[src/rtl/flit_inject_arbiter.sv]
// flit_inject_arbiter
// Arbitrates two flit requesters onto a single network send port. Multi-flit
// packets hold the port until their tail flit is accepted, and each virtual
// channel has its own credit counter for the downstream input buffer.
//
// Ports:
//   CLK, RST               clock; asynchronous active-high reset
//   reqN_flit/valid/ready  requester N offer; ready is high in the cycle its flit is accepted
//   send_putFlit_flit_in   registered accepted flit (valid bit forced to 1)
//   EN_send_putFlit        send strobe, high in the cycle after an accept
//   send_getCredits        credit return {valid, vc}
//   EN_send_getCredits     credit poll enable, high every cycle out of reset
//   lock_owner             00 idle, 01 requester 0 holds port, 10 requester 1 holds port
//   credit_err             sticky flag set by a credit return to a full counter
`ifndef FLIT_WIDTH
`define FLIT_WIDTH 32
`endif
`ifndef VC_BITS
`define VC_BITS 1
`endif

module flit_inject_arbiter #(
  parameter int FLIT_WIDTH = `FLIT_WIDTH,
  parameter int VC_BITS    = `VC_BITS,
  parameter int CREDITS    = 8
) (
  input  logic                  CLK,
  input  logic                  RST,
  input  logic [FLIT_WIDTH-1:0] req0_flit,
  input  logic                  req0_valid,
  output logic                  req0_ready,
  input  logic [FLIT_WIDTH-1:0] req1_flit,
  input  logic                  req1_valid,
  output logic                  req1_ready,
  output logic [FLIT_WIDTH-1:0] send_putFlit_flit_in,
  output logic                  EN_send_putFlit,
  input  logic [VC_BITS:0]      send_getCredits,
  output logic                  EN_send_getCredits,
  output logic [1:0]            lock_owner,
  output logic                  credit_err
);

  localparam int NUM_VCS = 2 ** VC_BITS;
  localparam int CW      = $clog2(CREDITS + 1);
  localparam logic [CW-1:0] CREDIT_MAX = CW'(CREDITS);

  // State encoding doubles as the lock_owner output.
  typedef enum logic [1:0] {
    IDLE  = 2'b00,
    LOCK0 = 2'b01,
    LOCK1 = 2'b10
  } state_t;

  state_t state, stateNext;
  logic   prio, prioNext;   // 0: requester 0 holds round-robin priority
  logic [CW-1:0] credit [NUM_VCS];

  logic [VC_BITS-1:0]    vc0, vc1, acceptVc;
  logic                  has0, has1;
  logic                  grant0, grant1, accept;
  logic [FLIT_WIDTH-1:0] acceptFlit;
  logic [NUM_VCS-1:0]    takeVc, retVc;

  // The incoming valid bit is ignored; reqN_valid alone marks an offer.
  assign vc0  = req0_flit[FLIT_WIDTH-5 -: VC_BITS];
  assign vc1  = req1_flit[FLIT_WIDTH-5 -: VC_BITS];
  assign has0 = req0_valid && (credit[vc0] != '0);
  assign has1 = req1_valid && (credit[vc1] != '0);

  always_comb begin
    grant0    = 1'b0;
    grant1    = 1'b0;
    stateNext = state;
    prioNext  = prio;
    if (!RST) begin
      unique case (state)
        IDLE: begin
          if (has0 && (!prio || !has1)) grant0 = 1'b1;
          else if (has1)                grant1 = 1'b1;
        end
        LOCK0:   grant0 = has0;
        LOCK1:   grant1 = has1;
        default: ;
      endcase
      if (grant0) begin
        if (req0_flit[FLIT_WIDTH-2]) begin
          stateNext = IDLE;
          prioNext  = ~prio;
        end else begin
          stateNext = LOCK0;
        end
      end else if (grant1) begin
        if (req1_flit[FLIT_WIDTH-2]) begin
          stateNext = IDLE;
          prioNext  = ~prio;
        end else begin
          stateNext = LOCK1;
        end
      end
    end
  end

  assign req0_ready = grant0;
  assign req1_ready = grant1;
  assign accept     = grant0 | grant1;
  assign acceptFlit = grant0 ? req0_flit : req1_flit;
  assign acceptVc   = grant0 ? vc0 : vc1;
  assign lock_owner = state;

  always_comb begin
    takeVc = '0;
    retVc  = '0;
    for (int unsigned v = 0; v < NUM_VCS; v++) begin
      takeVc[v] = accept && (acceptVc == v[VC_BITS-1:0]);
      retVc[v]  = EN_send_getCredits && send_getCredits[VC_BITS] &&
                  (send_getCredits[VC_BITS-1:0] == v[VC_BITS-1:0]);
    end
  end

  always_ff @(posedge CLK or posedge RST) begin
    if (RST) begin
      state                <= IDLE;
      prio                 <= 1'b0;
      send_putFlit_flit_in <= '0;
      EN_send_putFlit      <= 1'b0;
      EN_send_getCredits   <= 1'b0;
      credit_err           <= 1'b0;
      for (int unsigned v = 0; v < NUM_VCS; v++) credit[v] <= CREDIT_MAX;
    end else begin
      state              <= stateNext;
      prio               <= prioNext;
      EN_send_getCredits <= 1'b1;
      EN_send_putFlit    <= accept;
      if (accept) send_putFlit_flit_in <= {1'b1, acceptFlit[FLIT_WIDTH-2:0]};
      // Accept and return on the same VC cancel out; a return to a full
      // counter saturates and raises the sticky error instead.
      for (int unsigned v = 0; v < NUM_VCS; v++) begin
        unique case ({takeVc[v], retVc[v]})
          2'b10: credit[v] <= credit[v] - CW'(1);
          2'b01: begin
            if (credit[v] == CREDIT_MAX) credit_err <= 1'b1;
            else                         credit[v]  <= credit[v] + CW'(1);
          end
          default: ;
        endcase
      end
    end
  end

endmodule

[config.mk]
export PLATFORM = sky130hd
export DESIGN_NAME = flit_inject_arbiter
export DESIGN_NICKNAME = d
export VERILOG_FILES = /design/src/rtl/flit_inject_arbiter.sv
export SDC_FILE = /design/constraint.sdc
export NUM_CORES = 1
export LEC_CHECK = 0
export CAP_MARGIN = 20
export CORE_MARGIN = 5
export CORE_UTILIZATION = 40
export DETAILED_ROUTE_END_ITERATION = 7
export GPL_ROUTABILITY_DRIVEN = 0
export PLACE_DENSITY = 0.79
export SLEW_MARGIN = 5
export SYNTH_ARGS = -nofsm -noshare
export SYNTH_HDL_FRONTEND = slang
export SYNTH_SLANG_ARGS = --single-unit
export TNS_END_PERCENT = 30
[constraint.sdc]
create_clock -name CLK -period 3.8 [get_ports CLK]
set_clock_uncertainty 0.05 [all_clocks]
set_input_delay 0.38 -clock CLK [delete_from_list [all_inputs] [get_ports CLK]]
set_output_delay 0.38 -clock CLK [all_outputs]
set_load 0.01 [all_outputs]
==> impl_metrics.ini <==
[critical_path]
r2r_cells = 11
cp.required_ns = 3.98
path_max_fanout = 5
crit_start = credit[4]
critPathLaunchType = flop
r2r_end = credit[7]
cp-end-kind = flop
regToRegSetupSlack_ns = 0.41
crit_arrival_ns = 3.57
r2r-start = credit[4]
criticalPathCategory = flop to flop
crit_end = credit[7]

[clock_tree]
cts_num_sinks = 46
cts_resized = 0
cts_buffer_depth = 2
htreeDepth = 2
clk_pin_slew_ns = 0.08
clk_latency_ns = 0.30
cts-buffers-inserted = 5
hold_buffers = 0
post_cts_buffers = 0
cts_root_buf = clkbuf_8
tritoncts = built

[yosys]
yosysWarnings = 0
syn-num-nets = 288
synthArstFlopShare = 1.00
synth_edf_count = 0
ys_seq_area_frac = 0.507
syn_area_um2 = 2280
netlist_instances = 212
yosysUniqueCellTypes = 40
synth-seq-cells = 46
avgSynthCellArea_um2 = 10.7
synthFlopType = dfrtp_1

[routing]
ant_nets = 0
firstDrtPassIters = 7
totalWireLength_mm = 6.02
via_per_inst = 5.07
avgRoutedWirePerCell_um = 15.4
remaining_drc_errors = 0
vias = 1988
drt_iter0_markers = 135

[global_routing]
track_usage = 0.169
grt_pass1_vias = 2045
grt_max_degree = 44
antenna_found_initial = 0
grt_pass1_wl_mm = 9.87
grt-ovfl-total = 0

[cells_and_area]
multi_input_area_um2 = 1010
synthToLayoutAreaGrowth_pct = 54.2
fin_cells = 392
drive_gt1_frac = 0.0781
n_antenna_cell = 0
layout.nets = 395
fill_cells = 459
ff_latch_area_um2 = 1150
final_cell_area_um2 = 3510
final_core_util = 0.638

[floorplan]
core_area_um2 = 5510
die_h_um = 85.5
ios = 109
rows = 27
die_area_um2 = 7300
start_util = 0.414
die_w_um = 85.5

[sta]
setup_viol = 0
slew_viol_final = 0
hold_slack_ns = 0.430
fin_setup_tns_ns = 0
max_freq_ghz = 0.295
min_period_ns = 3.39
rsz0062_at_grt = false
report.final.hold_viol_count = 0
period_share = 0.893
setup_ws_ns = 0.408

[power_and_ir_drop]
p_per_area_nw_per_um2 = 663
power_mw = 2.33
vdd_drop_max_mv = 0.304
leakage_nw = 1.52

[placement]
dpl.cell_count = 384
place_ws_ns = 0.376
post_dp_cell_area_um2 = 3420
dpl.hpwl_mm = 4.53
io_buffer_count = 106

[min_path]
min_from = send_putFlit_flit_in[31]
min_path_type = flop to flop
holdPathStages = 1

[run]
maxCapViolCount = 0

[run_status]
status = finished, final reports clean
-- state kept, by name, indices dropped and copies added, names as in the netlist --
signal	count
prio	1
EN_send_putFlit	1
lock_owner	2
send_putFlit_flit_in	32
credit	8
EN_send_getCredits	1
credit_err	1
-- synth_stat cells (4+ instances only) --
| cell type | instances | area (um2) |
|---|---|---|
| xor2_1 | 4 | 35.0 |
| a21oi_1 | 5 | 25.0 |
| dfrtp_1 | 44 | 1100 |
| clkbuf_1 | 9 | 33.8 |
| nor2_1 | 9 | 33.8 |
| mux2i_1 | 18 | 180 |
| inv_1 | 19 | 71.3 |
| a222oi_1 | 15 | 150 |
| nand2_1 | 26 | 97.6 |
| o21ai_0 | 15 | 75.1 |
| ha_1 | 4 | 50.1 |
-- layout make-up --
type	instances	area share
sequential	46	0.329
timing repair buffer	111	0.313
multi-input combinational	136	0.288
tap	72	0.0257
clock buffer	6	0.0207
inverter	19	0.0203
clock inverter	2	0.00392
-- worst min-delay path by stage --
stage / to
after floorplan: lock_owner[0]
after global placement: send_putFlit_flit_in[31]
after detailed placement: send_putFlit_flit_in[31]
after CTS: send_putFlit_flit_in[31]
after global routing: send_putFlit_flit_in[31]
final: send_putFlit_flit_in[31]
-- layer usage --
metal / global-route usage / share of wire
met5: 0 / 0
met4: 0.0647 / 0.017
met3: 0.0553 / 0.080
met2: 0.277 / 0.49
met1: 0.207 / 0.41
-- layout by cell type, fill, tap and decap left out, types with 4 or more instances in the layout --
cell and count:
buf_4 5, clkdlybuf4s50_1 106, nor2_1 8, mux2i_1 18, clkbuf_8 5, o21ai_0 15
ha_1 4, nand2_1 26, xor2_1 4, a21oi_1 5, a222oi_1 15, dfrtp_1 44
inv_1 18
-- report_power, final --
group / leakage [nW] / switching (mW) / internal (mW) / total [mW]
logic: 0.926 / 0.480 / 0.665 / 1.15
registers: 0.551 / 0.165 / 0.722 / 0.887
clock network: 0.0452 / 0.165 / 0.130 / 0.295
-- worst max-delay path: stages, from the launching register on --
cell and delay, ns:
dfrtp_1 0.46, or4_4 0.59, and3_4 0.20, or3_1 0.45, a211o_4 0.41, nand2_1 0.16
ha_1 0.26, a21o_1 0.18, a21oi_1 0.17, nor2b_1 0.15, mux2i_1 0.09, xnor2_1 0.14
-- cells by family (layout without fill, tap and decap cells) --
group / after synthesis / count (layout) / share of synthesized area
AND/OR/NAND/NOR: 55 / 55 / 0.121
flip-flops: 46 / 46 / 0.507
AO/OA/AOI/OAI: 44 / 44 / 0.145
buffers and inverters: 30 / 138 / 0.0505
multiplexers: 23 / 23 / 0.109
XOR/XNOR: 7 / 7 / 0.0269
adder cells (fa/ha/maj): 6 / 6 / 0.0396
other: 1 / 1 / 0.00165
Note: power is estimated with default switching activity, not from simulation.
